File: src/rtl/sd_pkg.sv
// Shared definitions for the SD SPI-mode power-up sequencer: FSM states,
// command indices, CRC7 constants, R1 bit positions and error codes.
package sd_pkg;

  typedef enum logic [3:0] {
    ST_IDLE, ST_DUMMY, ST_C0, ST_W0, ST_C8, ST_W8, ST_C55, ST_W55,
    ST_A41, ST_W41, ST_C58, ST_W58, ST_DONE, ST_ERR
  } state_t;

  localparam logic [5:0] CMD0_IDX   = 6'd0;
  localparam logic [5:0] CMD8_IDX   = 6'd8;
  localparam logic [5:0] CMD55_IDX  = 6'd55;
  localparam logic [5:0] ACMD41_IDX = 6'd41;
  localparam logic [5:0] CMD58_IDX  = 6'd58;

  localparam logic [6:0] CRC_CMD0   = 7'h4A;
  localparam logic [6:0] CRC_CMD8   = 7'h43;
  localparam logic [6:0] CRC_CMD55  = 7'h32;
  localparam logic [6:0] CRC_A41_V2 = 7'h3B;
  localparam logic [6:0] CRC_A41_V1 = 7'h72;
  localparam logic [6:0] CRC_CMD58  = 7'h7E;

  // CMD8: 2.7-3.6 V supply plus the 0xAA check pattern echoed back in R7
  localparam logic [31:0] ARG_CMD8    = 32'h0000_01AA;
  localparam logic [11:0] R7_ECHO     = 12'h1AA;
  localparam logic [31:0] ARG_A41_HCS = 32'h4000_0000;

  localparam int R1_IDLE_BIT    = 0;
  localparam int R1_ILLEGAL_BIT = 2;
  localparam logic [7:0] R1_READY = 8'h00;
  localparam logic [7:0] R1_IDLE  = 8'h01;

  localparam int OCR_PWRUP_BIT = 31;
  localparam int OCR_CCS_BIT   = 30;

  localparam logic [2:0] ERR_NONE   = 3'd0;
  localparam logic [2:0] ERR_CMD0   = 3'd1;
  localparam logic [2:0] ERR_CMD8   = 3'd2;
  localparam logic [2:0] ERR_ACMD41 = 3'd3;
  localparam logic [2:0] ERR_CMD58  = 3'd4;

  function automatic logic is_cmd_state(input state_t s);
    return s inside {ST_C0, ST_C8, ST_C55, ST_A41, ST_C58};
  endfunction

endpackage

File: src/rtl/sd_init_sequencer.sv
// SD SPI-mode power-up controller: dummy-clock preamble, CMD0, CMD8,
// CMD55/ACMD41 polling and CMD58, classifying the card as v1/v2 and SC/HC.
module sd_init_sequencer
  import sd_pkg::*;
#(
  parameter int DUMMY_CYCLES   = 80,
  parameter int CMD_RETRIES    = 8,
  parameter int ACMD41_RETRIES = 1000
) (
  input  logic        input_clk,
  input  logic        resend,
  input  logic        start,
  output logic        dummy_en,
  output logic        cmd_valid,
  input  logic        cmd_ready,
  output logic [5:0]  cmd_index,
  output logic [31:0] cmd_arg,
  output logic [6:0]  cmd_crc,
  input  logic        rsp_valid,
  input  logic        rsp_timeout,
  input  logic [7:0]  rsp_r1,
  input  logic [31:0] rsp_ext,
  output logic        busy,
  output logic        init_done,
  output logic        init_err,
  output logic [2:0]  err_code,
  output logic        card_v2,
  output logic        card_hc
);

  localparam int DW   = $clog2(DUMMY_CYCLES + 1);
  localparam int C0W  = $clog2(CMD_RETRIES + 1);
  localparam int A41W = $clog2(ACMD41_RETRIES + 1);
  localparam logic [DW-1:0]   DUMMY_LAST = DW'(DUMMY_CYCLES - 1);
  localparam logic [C0W-1:0]  C0_MAX     = C0W'(CMD_RETRIES);
  localparam logic [A41W-1:0] A41_MAX    = A41W'(ACMD41_RETRIES);

  state_t            state_q, state_d;
  logic [DW-1:0]     dcnt_q, dcnt_d;
  logic [C0W-1:0]    cnt0_q, cnt0_d;
  logic [A41W-1:0]   a41_q, a41_d;
  logic              v2_d, hc_d;
  logic [2:0]        err_d;
  logic [5:0]        idx_d;
  logic [31:0]       arg_d;
  logic [6:0]        crc_d;
  logic              xfer, rsp_any, r1_ok;
  logic              unused_ext;

  assign xfer       = cmd_valid & cmd_ready;
  assign rsp_any    = rsp_valid | rsp_timeout;
  assign r1_ok      = rsp_r1 == R1_READY;
  assign unused_ext = ^rsp_ext[29:12];

  always_comb begin
    state_d = state_q;
    dcnt_d  = dcnt_q;
    cnt0_d  = cnt0_q;
    a41_d   = a41_q;
    v2_d    = card_v2;
    hc_d    = card_hc;
    err_d   = err_code;
    case (state_q)
      ST_IDLE, ST_DONE, ST_ERR: begin
        if (start) begin
          state_d = ST_DUMMY;
          dcnt_d  = '0;
          cnt0_d  = '0;
          a41_d   = '0;
          v2_d    = 1'b0;
          hc_d    = 1'b0;
          err_d   = ERR_NONE;
        end
      end
      ST_DUMMY: begin
        if (dcnt_q == DUMMY_LAST) begin
          state_d = ST_C0;
          dcnt_d  = '0;
        end else begin
          dcnt_d = dcnt_q + DW'(1);
        end
      end
      ST_C0:  if (xfer) state_d = ST_W0;
      ST_C8:  if (xfer) state_d = ST_W8;
      ST_C55: if (xfer) state_d = ST_W55;
      ST_A41: if (xfer) state_d = ST_W41;
      ST_C58: if (xfer) state_d = ST_W58;
      // A failed CMD0 retries without a new preamble
      ST_W0: begin
        if (rsp_valid && rsp_r1 == R1_IDLE) begin
          state_d = ST_C8;
        end else if (rsp_any) begin
          cnt0_d = (cnt0_q == C0_MAX) ? cnt0_q : cnt0_q + C0W'(1);
          if (cnt0_d == C0_MAX) begin
            state_d = ST_ERR;
            err_d   = ERR_CMD0;
          end else begin
            state_d = ST_C0;
          end
        end
      end
      ST_W8: begin
        if (rsp_valid && rsp_r1[R1_ILLEGAL_BIT]) begin
          v2_d    = 1'b0;
          state_d = ST_C55;
        end else if (rsp_valid && rsp_r1 == R1_IDLE && rsp_ext[11:0] == R7_ECHO) begin
          v2_d    = 1'b1;
          state_d = ST_C55;
        end else if (rsp_any) begin
          state_d = ST_ERR;
          err_d   = ERR_CMD8;
        end
      end
      ST_W55: begin
        if (rsp_valid && (r1_ok || rsp_r1 == R1_IDLE)) begin
          state_d = ST_A41;
        end else if (rsp_any) begin
          state_d = ST_ERR;
          err_d   = ERR_ACMD41;
        end
      end
      ST_W41: begin
        if (rsp_valid && r1_ok) begin
          if (card_v2) begin
            state_d = ST_C58;
          end else begin
            hc_d    = 1'b0;
            state_d = ST_DONE;
          end
        end else if (rsp_valid && rsp_r1 == R1_IDLE) begin
          a41_d = (a41_q == A41_MAX) ? a41_q : a41_q + A41W'(1);
          if (a41_d == A41_MAX) begin
            state_d = ST_ERR;
            err_d   = ERR_ACMD41;
          end else begin
            state_d = ST_C55;
          end
        end else if (rsp_any) begin
          state_d = ST_ERR;
          err_d   = ERR_ACMD41;
        end
      end
      ST_W58: begin
        if (rsp_valid && r1_ok && rsp_ext[OCR_PWRUP_BIT]) begin
          hc_d    = rsp_ext[OCR_CCS_BIT];
          state_d = ST_DONE;
        end else if (rsp_any) begin
          state_d = ST_ERR;
          err_d   = ERR_CMD58;
        end
      end
      default: state_d = ST_IDLE;
    endcase
  end

  // Command fields follow the state being entered so they register with cmd_valid
  always_comb begin
    idx_d = '0;
    arg_d = '0;
    crc_d = '0;
    case (state_d)
      ST_C0:  begin idx_d = CMD0_IDX;  crc_d = CRC_CMD0;  end
      ST_C8:  begin idx_d = CMD8_IDX;  arg_d = ARG_CMD8;  crc_d = CRC_CMD8; end
      ST_C55: begin idx_d = CMD55_IDX; crc_d = CRC_CMD55; end
      ST_A41: begin
        idx_d = ACMD41_IDX;
        arg_d = v2_d ? ARG_A41_HCS : 32'h0;
        crc_d = v2_d ? CRC_A41_V2 : CRC_A41_V1;
      end
      ST_C58: begin idx_d = CMD58_IDX; crc_d = CRC_CMD58; end
      default: ;
    endcase
  end

  always_ff @(posedge input_clk) begin
    if (!resend) begin
      state_q   <= ST_IDLE;
      dcnt_q    <= '0;
      cnt0_q    <= '0;
      a41_q     <= '0;
      dummy_en  <= 1'b0;
      cmd_valid <= 1'b0;
      cmd_index <= '0;
      cmd_arg   <= '0;
      cmd_crc   <= '0;
      busy      <= 1'b0;
      init_done <= 1'b0;
      init_err  <= 1'b0;
      err_code  <= ERR_NONE;
      card_v2   <= 1'b0;
      card_hc   <= 1'b0;
    end else begin
      state_q   <= state_d;
      dcnt_q    <= dcnt_d;
      cnt0_q    <= cnt0_d;
      a41_q     <= a41_d;
      dummy_en  <= state_d == ST_DUMMY;
      cmd_valid <= is_cmd_state(state_d);
      cmd_index <= idx_d;
      cmd_arg   <= arg_d;
      cmd_crc   <= crc_d;
      busy      <= !(state_d inside {ST_IDLE, ST_DONE, ST_ERR});
      init_done <= state_d == ST_DONE;
      init_err  <= state_d == ST_ERR;
      err_code  <= err_d;
      card_v2   <= v2_d;
      card_hc   <= hc_d;
    end
  end

endmodule

File: config.mk
export PLATFORM = sky130hd
export DESIGN_NAME = sd_init_sequencer
export DESIGN_NICKNAME = d
export VERILOG_FILES = /design/src/rtl/sd_pkg.sv /design/src/rtl/sd_init_sequencer.sv
export SDC_FILE = /design/constraint.sdc
export NUM_CORES = 1
export LEC_CHECK = 0
export ABC_AREA = 1
export BUFFER_PORTS_ARGS = -buffer_cell sky130_fd_sc_hd__buf_4
export CAP_MARGIN = 0
export CORE_ASPECT_RATIO = 0.9
export CORE_MARGIN = 5
export CORE_UTILIZATION = 45
export CTS_BUF_LIST = sky130_fd_sc_hd__clkbuf_4
export DETAILED_ROUTE_END_ITERATION = 8
export PLACE_DENSITY = 0.75
export SLEW_MARGIN = 20
export SYNTH_ARGS = -nofsm -noshare
export SYNTH_HDL_FRONTEND = slang
export SYNTH_SLANG_ARGS = --single-unit
File: constraint.sdc
create_clock -name input_clk -period 1.9 [get_ports input_clk]
set_clock_uncertainty 0.05 [all_clocks]
set_input_delay 0.38 -clock input_clk [delete_from_list [all_inputs] [get_ports input_clk]]
set_output_delay 0.38 -clock input_clk [all_outputs]
set_load 0.02 [all_outputs]
==> metrics.md, run 1 <==
| Metric | Value |
|---|---|
| Chip height | 89.52 um |
| Period utilization | 1.130 |
| Most used flip-flop cell after synthesis | dfxtp_1 |
| IO buf count | 56 |
| Total routed wirelength | 9186 um |
| Final Max Tran Viols | 0 |
| Switching power | 711.9 uW |
| Final global-route overflow total | 0 |
| Mean instance size in the synthesized netlist | 6.628 um2 |
| Last weighted congestion value of the routability-driven placer | 0.9274 |
| Warnings, synthesis | 0 |
| Filler cell count | 605 |
| EDFF count, synth | 0 |
| CTS hold repair buffers | 0 |
| Clock tree from TritonCTS | done |
| Unrepaired setup endpoints after global routing | yes |
| Final setup slack of the worst path | -247.2 ps |
| Worst Hold Class | in2reg |
| Distinct cell type count of the synthesized netlist | 43 |
| Worst IR Drop VDD | 0.3267 mV |
| CTS max path bufs | 2 |
| Sw Share | 0.3367 |
| Layout cell share with drive strength beyond 1 | 0.4697 |
| Row cnt | 29 |
| Max capacitance violation total | 0 |
| Biggest area consumer among synthesized cells | dfxtp_1 |
| Crit end category | register |
| Cell leakage power | 0.002090 uW |
| Number of buffers inserted during clock tree synthesis | 5 |
| Largest net degree at the start of global routing | 18 |
| Cell total after placement | 679 |
| HPWL after DPL | 6731 um |
| Power share of the sequential group | 0.488 |
| Hold violation count in the final report | 0 |
| Relative contribution of combinational cells to total power | 0.256 |
| Nets | 661 |
| Most common cell after layout, fill and taps aside | buf_4 |
| Number of design rule violations left after detail routing | 0 |
| Layout Cells excl Fill | 704 |
| Critical Path RT | 2170 ps |
| Critical path peak fanout | 6 |
| Startpoint class of the critical path | register |
| Crit path time final | 2147 ps |
| Register clock-pin slew on the reported worst setup and hold paths | 170 ps |
| Number of antenna violations at the first check in global routing | 0 |
| Cell count after synthesis | 477 |
| Power Dens Cells | 460.7 nW/um2 |
| Die Area | 8805 um2 |
| Number of iterations in the first detailed-routing pass | 4 |
| Vias in the first global route | 3321 |
| Violation count after the first detailed-routing iteration | 195 |
| CTS Root Cell | clkbuf_4 |
| I/O pin count | 101 |
| DIE WIDTH | 98.36 um |
| Fraction of synthesized cell area taken by the top area cell type | 0.2976 |
| Top library cells by usage in the layout, fill and taps aside | buf_4, nand2_1, nor2_1 |
| Average vias per placed instance | 4.876 |
| Outcome | complete, but fails checks |
| Clk Latency, worst-skew pair | 390 ps |
| Signed area change from the synthesized netlist to the final layout | 45.15% |
| Final setup vio count | 22 |
| Starting utilization of the core area | 0.4562 |
| Aggregate global-route resource usage | 0.2011 |
| Fraction of synthesis flops using an asynchronous set or reset pin | 0 |
| Share of power burned in the clock network | 0.256 |
| ANT nets after route | 0 |
| Kind of critical path | reg2reg |
| Wire length of the first global-routing pass | 14580 um |
| R2R Setup Slk | -250 ps |
| Clock sink count | 47 |
| Arrival @ worst endpoint | 2410 ps |
| H-Tree Level Count | 2 |
| Ant diodes | 0 |
| Layout Utilization | 0.6622 |
| Max Clk Rate | 465.7 MHz |
| Core area | 6930 um2 |
| Sequential share of the synthesized area | 0.2976 |
| Average wire per standard cell | 13.05 um |
| Internal power of the cells | 1402 uW |
| Flop and latch count out of synthesis | 47 |
| Place WS | -360.0 ps |
| Failing checks | setup timing |
| Cell types occupying the most area after synthesis | dfxtp_1, nand2_1, buf_4, nor2_1, a21oi_1 |
| Via count | 3433 |
| Summed instance area of the synthesized netlist | 3162 um2 |
==> critical path, cell delays in order, from the launching register on <==
cell	delay, ps
dfxtp_4	420
ha_4	180
nand3_4	100
nor2_4	120
nor2_2	40
nor2_2	160
nand2_1	90
nor2_2	140
nand4_1	100
nand2_1	90
nand2_2	60
nand2_4	110
nand2_4	80
nor2_4	90
nand2_2	80
a21oi_1	160
==> Yosys cell counts, types with 2 or more instances <==
cell type and instances:
nand3b_1 3, o21ai_0 12, a221oi_1 2, nand2_2 11, nor2_1 51, nand3_2 5
nand3_1 28, inv_2 9, xor2_1 3, o21ai_1 3, nor2_4 4, a21oi_2 2
a21oi_1 36, o211ai_1 3, nor3_1 6, ha_1 5, nor2_2 16, a211oi_1 6
o21ai_2 2, a31oi_1 2, dfxtp_1 47, clkbuf_1 3, or2_2 2, nand2_1 113
nand4_1 6, buf_4 34, inv_1 47
==> power by group through the flow <==
stage          sequential [uW]  combinational, uW  clock (uW)
5_1_grt                   1040                590         594
3_5_place_dp              1050                438           0
4_1_cts                   1030                509         561
6_report                  1030                542         541
2_1_floorplan             1070                277           0
3_3_place_gp              1050                427           0
==> logic make-up after synthesis <==
family / after synthesis / share of synthesized area
flops: 47 / 0.2976
fa+ha+maj: 5 / 0.01979
other cells: 1 / 0.001186
compound gates: 73 / 0.1369
xor+xnor: 3 / 0.008312
simple gates: 252 / 0.3811
buf+inv: 96 / 0.1551
==> per-layer routing <==
layer	track usage	vias to the layer above	share of wire
met5	0	-	0
met4	0.05707	0	0.013
met2	0.3837	90	0.53
met3	0.04290	15	0.057
met1	0.2284	1580	0.40
li1	-	1748	-
==> flip-flops by register name, indices dropped and copies added, names as in the netlist, 2 cells and up <==
register	cells
dcnt_q	7
state_q	4
cmd_crc	5
cmd_index	5
a41_q	10
err_code	3
cmd_arg	2
cnt0_q	4
==> area by class of cell <==
type                       count  area, um2  share of cell area
clock buffer                   5      37.54            0.008179
clock inverter                 3      27.53            0.005998
inverter                      57      219.0             0.04771
multi-input combinational    359       2161              0.4708
sequential                    47      965.9              0.2105
tap                           93      116.4             0.02535
timing repair buffer         140       1062              0.2315
==> per-stage QoR <==
step	hold WS (ps)	area (um2)	setup TNS [ps]	total power, uW
CTS	193.0	4447	-2217	2102
global placement	405.4	4044	-5600	1478
global route	226.3	4589	-6394	2219
finish	201.9	4589	-3339	2114
detailed placement	409.0	4044	-6645	1490
floorplan	394.3	3281	0	1345
==> path summary, 6_finish.rpt <==
check	from	to	cells past startpoint
worst max-delay path	a41_q[0]	cmd_crc[3]	15
worst min-delay path	rsp_ext[30]	card_hc	3
worst max register to register	a41_q[0]	cmd_crc[3]	15
worst min register to register	card_hc	card_hc	2
==> what timing repair did <==
action,4_1_cts,5_1_grt
setup endpoints to repair,30,36
resized for setup,61,45
setup buffers,18,2
pin swaps,25,20
Note: power is estimated with default switching activity, not from simulation.
==> inputs of run 2 (changes only) <==
--- a/config.mk
+++ b/config.mk
@@ -5,7 +5,6 @@
 export SDC_FILE = /design/constraint.sdc
 export NUM_CORES = 1
 export LEC_CHECK = 0
-export ABC_AREA = 1
 export BUFFER_PORTS_ARGS = -buffer_cell sky130_fd_sc_hd__buf_4
 export CAP_MARGIN = 0
 export CORE_ASPECT_RATIO = 0.9
@@ -13,7 +12,7 @@
 export CORE_UTILIZATION = 45
 export CTS_BUF_LIST = sky130_fd_sc_hd__clkbuf_4
 export DETAILED_ROUTE_END_ITERATION = 8
-export PLACE_DENSITY = 0.75
+export PLACE_DENSITY = 0.74
 export SLEW_MARGIN = 20
 export SYNTH_ARGS = -nofsm -noshare
 export SYNTH_HDL_FRONTEND = slang
==> run 2 against run 1 <==
The flow still finishes with violations (setup timing). Power increased by 7.1%. Via count increased by 23%. Area after synthesis increased by 4.1%. Highest routed layer unchanged. Hold slack improved by 190 ps. Largest power group unchanged.
==> metrics.md, run 2 <==
| Metric | Value |
|---|---|
| Number of antenna violations at the first check in global routing | 0 (unchanged) |
| Top library cells by usage in the layout, fill and taps aside | buf_4, dfxtp_1, nand2_1 |
| Wire length of the first global-routing pass | 19150 um (+31%) |
| Switching power | 649.0 uW (-8.8%) |
| Final Max Tran Viols | 0 (unchanged) |
| Commonest cells in the synthesized netlist | dfxtp_1, nand2_1, buf_4, o21ai_0, nor2_1 |
| Worst Hold Class | in2reg |
| Signed area change from the synthesized netlist to the final layout | 62.45% |
| Sw Share | 0.2866 (-0.05007) |
| Max_slew headroom | 0.6522 |
| Average vias per placed instance | 5.986 (+23%) |
| ANT nets after route | 0 (unchanged) |
| Flop and latch count out of synthesis | 47 (unchanged) |
| Aggregate global-route resource usage | 0.2536 (+0.05250) |
| I/O pin count | 101 (unchanged) |
| Register clock-pin slew on the reported worst setup and hold paths | 190 ps (+20 ps) |
| Critical Path RT | 2130 ps (-40 ps) |
| Starting utilization of the core area | 0.4653 (+0.009032) |
| Startpoint class of the critical path | register |
| Most instantiated library cell after synthesis | dfxtp_1 |
| Layout cell share with drive strength beyond 1 | 0.5082 (+0.03847) |
| Final setup slack of the worst path | -556.0 ps (-308.8 ps) |
| IO buf count | 56 (unchanged) |
| Warnings, synthesis | 0 (unchanged) |
| CTS max path bufs | 2 (unchanged) |
| Share of power burned in the clock network | 0.354 (+0.098) |
| Outcome | complete, but fails checks |
| Clock sink count | 47 (unchanged) |
| Nets | 660 (-0.15%) |
| Total routed wirelength | 13360 um (+45%) |
| Power share of the sequential group | 0.443 (-0.045) |
| Largest net degree at the start of global routing | 33 (+15) |
| Power Dens Cells | 423.4 nW/um2 (-8.1%) |
| Final global-route overflow total | 0 (unchanged) |
| Sequential share of the synthesized area | 0.2858 (-0.01176) |
| Design Power | 2264 uW (+7.1%) |
| Summed instance area of the synthesized netlist | 3292 um2 (+4.1%) |
| Core area | 7076 um2 (+2.1%) |
| Number of buffers inserted during clock tree synthesis | 5 (unchanged) |
| Fraction of synthesized cell area taken by the top area cell type | 0.2858 (-0.01176) |
| Crit path time final | 2456 ps (+308.8 ps) |
| Crit end category | register |
| DIE WIDTH | 100.2 um (+1.8%) |
| Number of design rule violations left after detail routing | 0 (unchanged) |
| Period utilization | 1.293 (+0.1625) |
| Ant diodes | 0 (unchanged) |
| Die Area | 9128 um2 (+3.7%) |
| Slew of the pin with the lowest slew margin | 519.8 ps |
| Max Clk Rate | 407.2 MHz (-13%) |
| Mean instance size in the synthesized netlist | 7.691 um2 (+16%) |
| Failing checks | setup timing |
| Unrepaired setup endpoints after global routing | yes |
| Clk Latency, worst-skew pair | 390 ps (about the same) |
| Final setup vio count | 38 (+73%) |
| Biggest registers after layout | a41_q (10), dcnt_q (7) |
| Fraction of synthesis flops using an asynchronous set or reset pin | 0 (unchanged) |
| Total negative slack | -10920 ps (-7579 ps) |
| Critical path peak fanout | 6 (unchanged) |
| Internal power of the cells | 1615 uW (+15%) |
| Clock tree from TritonCTS | done |
| Kind of critical path | reg2reg |
| Distinct cell type count of the synthesized netlist | 68 (+58%) |
| CTS Root Cell | clkbuf_4 |
| Arrival @ worst endpoint | 2690 ps (+280 ps) |
| Cell types occupying the most area after synthesis | dfxtp_1, buf_4, o21ai_0, nand2_1, nand3_1 |
| Max capacitance violation total | 0 (unchanged) |
| Cell count after synthesis | 428 (-10%) |
| Register with the most flip-flops | a41_q |
| Worst IR Drop VDD | 0.2748 mV (-16%) |
| Instance area after placement | 4491 um2 (+11%) |
| Flip-flop count of the largest register, all copies and words added | 10 (unchanged) |
| Layout Cell Area excl Fill | 5348 um2 (+17%) |
| EDFF count, synth | 0 (unchanged) |
| H-Tree Level Count | 2 (unchanged) |
| Violation count after the first detailed-routing iteration | 387 (+98%) |
| Last weighted congestion value of the routability-driven placer | 0.9404 (+1.4%) |
| HPWL after DPL | 7933 um (+18%) |
| Via count | 4208 (+23%) |
| Most common cell after layout, fill and taps aside | buf_4 |
| Average wire per standard cell | 19.00 um (+46%) |
| Cell leakage power | 0.002368 uW (+13%) |
| Row cnt | 29 (unchanged) |
| Biggest area consumer among synthesized cells | dfxtp_1 |
| Number of iterations in the first detailed-routing pass | 5 (+1) |
| Most used flip-flop cell after synthesis | dfxtp_1 |
| Hold violation count in the final report | 0 (unchanged) |
| Chip height | 91.14 um (+1.8%) |
| Vias in the first global route | 3959 (+19%) |
| Relative contribution of combinational cells to total power | 0.203 (-0.053) |
-- run 2: cell count changes in the layout (fill, tap and decap cells not counted), moves of 8 or more --
cell	previous run	this run
and2_1	0	12
nor2b_1	0	11
nor2_4	13	5
inv_2	16	5
buf_4	137	178
buf_6	3	23
nand2_1	89	30
o21ai_1	3	15
nand2_2	29	4
nor2_1	39	28
a31oi_1	2	11
a21oi_1	31	14
inv_1	38	7
nor2_2	19	1
-- run 2: layout make-up --
| class | instances | area [um2] |
|---|---|---|
| flip-flops and latches | 47 | 974.7 |
| multi-input cells | 342 | 2507 |
| clock inverters | 3 | 71.32 |
| repair buffers | 201 | 1595 |
| clock buffers | 5 | 37.54 |
| well taps | 93 | 116.4 |
| fillers | 442 | 1728 |
| inverters | 12 | 45.04 |
-- run 2: logic make-up after synthesis --
family                   count (synthesis)  share of synthesized area
flip-flops                              47                     0.2858
AND/OR/NAND/NOR                        187                     0.3235
multiplexers                             4                    0.01254
adder cells (fa/ha/maj)                  5                    0.01900
buffers and inverters                   64                     0.1155
AO/OA/AOI/OAI                          119                     0.2398
other                                    1                   0.001139
XOR/XNOR                                 1                   0.002661
-- run 2: final timing paths --
kind,from,end,slack [ps],cells past startpoint
worst max-delay path,state_q[1],cmd_index[0],-560,10
worst min-delay path,rsp_ext[30],card_hc,390,5
worst max register to register,state_q[1],cmd_index[0],-560,10
worst min register to register,err_code[2],err_code[2],440,2
-- run 2: what timing repair did --
item	in CTS	in global routing
hold endpoints to repair	0	0
buffers inserted	19	14
pin swaps	22	38
hold buffers	0	0
gates resized for setup	74	70
setup endpoints to repair	43	41
-- run 2: routing by layer --
metal  vias up  share of wire  global-route usage
li1       1855              -                   -
met1      1962           0.35              0.3019
met2       305           0.50              0.4448
met3        86          0.092             0.04138
met4         0          0.057              0.1111
met5         -              0                   0
-- run 2: stage by stage --
step	hold slack (ps)	worst slack (ps)	instances	utilization
2_1_floorplan	407.9	-341.9	453	-
3_3_place_gp	409.5	-586.6	663	0.6347
3_5_place_dp	429.0	-650.7	663	0.6347
4_1_cts	337.8	-374.6	689	0.7042
5_1_grt	396.9	-654.6	703	0.7558
6_report	392.3	-556.0	703	0.7558
-- run 2: power groups by stage --
stage	clock, uW	combinational [uW]	sequential (uW)
floorplan	0	225	1030
detailed placement	0	360	1030
global route	863	483	1000
finish	802	460	1000
CTS	812	402	1000
global placement	0	354	1030
-- run 2: critical path, stage by stage (launching register included) --
cell	delay [ps]
dfxtp_4	450
buf_6	140
buf_4	120
buf_4	120
nand2b_1	180
nor3_2	60
buf_4	140
nor4b_4	370
inv_2	130
or3_1	370
a21oi_1	200
==> inputs of run 3 (changes only) <==
--- a/config.mk
+++ b/config.mk
@@ -12,7 +12,7 @@
 export CORE_UTILIZATION = 45
 export CTS_BUF_LIST = sky130_fd_sc_hd__clkbuf_4
 export DETAILED_ROUTE_END_ITERATION = 8
-export PLACE_DENSITY = 0.74
+export PLACE_DENSITY_LB_ADDON = 0.3
 export SLEW_MARGIN = 20
 export SYNTH_ARGS = -nofsm -noshare
 export SYNTH_HDL_FRONTEND = slang
==> run 3 against run 2 <==
The flow still finishes with violations (setup timing). Global-route usage shrank 1.2 points. Worst setup slack gained 26 ps. Critical path depth is the same. Sequential power hardly changed. Fmax increased by 1.1%. Critical endpoint is now cmd_crc[1]. Largest power group unchanged. Highest routed layer unchanged.
==> metrics.md, run 3 (synthesis gave the netlist of run 2 again) <==
| Metric | Value |
|---|---|
| Outcome | complete, but fails checks |
| Failing checks | setup timing |
| Worst Hold Class | reg2reg |
| Chip height | 91.14 um (unchanged) |
| Crit path time final | 2430 ps (-26.33 ps) |
| Clock tree from TritonCTS | done |
| Nets | 669 (+1.4%) |
| Register with the most flip-flops | a41_q |
| Number of iterations in the first detailed-routing pass | 5 (unchanged) |
| Delay of the slowest cell on the worst path | 390 ps (-60 ps) |
| Crit end category | register |
| Number of design rule violations left after detail routing | 0 (unchanged) |
| Kind of critical path | reg2reg |
| Last weighted congestion value of the routability-driven placer | 0.9356 (-0.51%) |
| Register area | 975.9 um2 (+0.13%) |
| R2R Setup Slk | -530 ps (+30 ps) |
| Final Max Tran Viols | 0 (unchanged) |
| I/O pin count | 101 (unchanged) |
| Largest net degree at the start of global routing | 33 (unchanged) |
| Final setup slack of the worst path | -529.7 ps (+26.33 ps) |
| Biggest registers after layout | a41_q (10), dcnt_q (7) |
| Design Power | 2005 uW (-11%) |
| Die Area | 9128 um2 (unchanged) |
| Max capacitance violation total | 0 (unchanged) |
| Filler cell count | 433 (-2.0%) |
| Unrepaired setup endpoints after global routing | yes |
| Most common cell after layout, fill and taps aside | buf_4 |
| Slew of the pin with the lowest slew margin | 633.2 ps (+113.4 ps) |
| Core area | 7076 um2 (unchanged) |
| Period utilization | 1.279 (-0.01386) |
| Starting utilization of the core area | 0.4653 (unchanged) |
| Signed area change from the synthesized netlist to the final layout | 67.81% |
| Layout cell share with drive strength beyond 1 | 0.5412 (+0.03300) |
| Flip-flop count of the largest register, all copies and words added | 10 (unchanged) |
| Highest-delay cell along the critical path | dfxtp_4 |
| IO buf count | 56 (unchanged) |
| Top library cells by usage in the layout, fill and taps aside | buf_4, dfxtp_1, nand2_1 |
| Final setup vio count | 38 (unchanged) |
| Final global-route overflow total | 0 (unchanged) |
| DIE WIDTH | 100.2 um (unchanged) |
| Max Clk Rate | 411.6 MHz (+1.1%) |
| Number of buffers inserted during clock tree synthesis | 5 (unchanged) |
| Power Dens Cells | 362.9 nW/um2 (-14%) |
| CTS max path bufs | 2 (unchanged) |
| Max_slew headroom | 0.5763 (-0.07589) |
| Average vias per placed instance | 5.997 (+0.19%) |
| Cell leakage power | 0.002420 uW (+2.2%) |
| Wire length of the first global-routing pass | 18260 um (-4.6%) |
| Aggregate global-route resource usage | 0.2417 (-0.01191) |
| Row cnt | 29 (unchanged) |
| HPWL after DPL | 7774 um (-2.0%) |
| Critical Path RT | 2110 ps (-20 ps) |
| H-Tree Level Count | 2 (unchanged) |
| Register clock-pin slew on the reported worst setup and hold paths | 140 ps (-50 ps) |
| Via count | 4276 (+1.6%) |
| Series of cell instances along the critical path | ha_4 -> nor4bb_1 -> nand4_1 -> nand3_4 -> and4_4 -> a21oi_2 -> buf_6 -> buf_4 -> or2_4 -> and3b_1 |
| Clock sink count | 47 (unchanged) |
| Hold violation count in the final report | 0 (unchanged) |
| Place WS | -618.8 ps (+31.94 ps) |
| Startpoint class of the critical path | register |
| Violation count after the first detailed-routing iteration | 377 (-2.6%) |
| Number of antenna violations at the first check in global routing | 1 (+1) |
| Vias in the first global route | 3836 (-3.1%) |
| Worst IR Drop VDD | 0.2716 mV (-1.2%) |
| Critical path peak fanout | 6 (unchanged) |
| Layout Utilization | 0.7807 (+0.02493) |
| Total routed wirelength | 14430 um (+8.0%) |
| Arrival @ worst endpoint | 2630 ps (-60 ps) |
| CTS Root Cell | clkbuf_4 |
| Average wire per standard cell | 20.24 um (+6.5%) |
| Multi-input gate area | 2621 um2 (+4.5%) |
| CTS hold repair buffers | 0 (unchanged) |
| Clk Latency, worst-skew pair | 390 ps (about the same) |
| ANT nets after route | 0 (unchanged) |
[run 3: worst max-delay path: cells and delay by family, from the launching register on]
kind                     cells  cell delay [ps]
buffers and inverters        2              270
AND/OR/NAND/NOR              6             1330
adder cells (fa/ha/maj)      1              190
AO/OA/AOI/OAI                1               70
flip-flops                   1              390
[run 3: final timing paths]
path,from,endpoint,depth (start not counted)
worst max-delay path,a41_q[1],cmd_crc[1],10
worst min-delay path,a41_q[5],a41_q[5],1
worst min register to register,a41_q[5],a41_q[5],1
worst max register to register,a41_q[1],cmd_crc[1],10
[run 3: metrics by stage]
stage                     TNS, ps  instance area, um2  hold slack (ps)  std cells
after floorplan             -4312                3453            407.9        453
after global placement     -15830                4541            413.2        668
after detailed placement   -17080                4541            421.5        668
after CTS                   -7319                5040            369.9        695
after global routing       -13450                5524            468.7        713
final                      -11010                5524            439.1        713
[run 3: layout make-up]
type / instances / share of cell area
clock inverters: 1 / 0.0009060
multi-input cells: 342 / 0.4745
inverters: 12 / 0.008154
diodes: 1 / 0.0004530
flip-flops and latches: 47 / 0.1767
repair buffers: 210 / 0.3087
clock buffers: 7 / 0.009513
well taps: 93 / 0.02106
[run 3: repair_timing]
action	4_1_cts	5_1_grt
resized for setup	76	96
pin swaps	31	44
endpoints found under the setup margin	45	39
buffers inserted	20	17
[run 3: layer usage]
metal | track usage | wire length (um) | vias up
li1 | - | - | 1881
met1 | 0.2862 | 5124 | 1979
met2 | 0.4332 | 7193 | 324
met3 | 0.03065 | 1190 | 92
met4 | 0.1033 | 921 | 0
met5 | 0 | 0 | -
[run 3: report_power, final]
| part | total, uW | switching [uW] | internal (uW) |
|---|---|---|---|
| clock | 523 | 349 | 174 |
| sequential | 1000 | 14.8 | 990 |
| combinational | 477 | 265 | 213 |
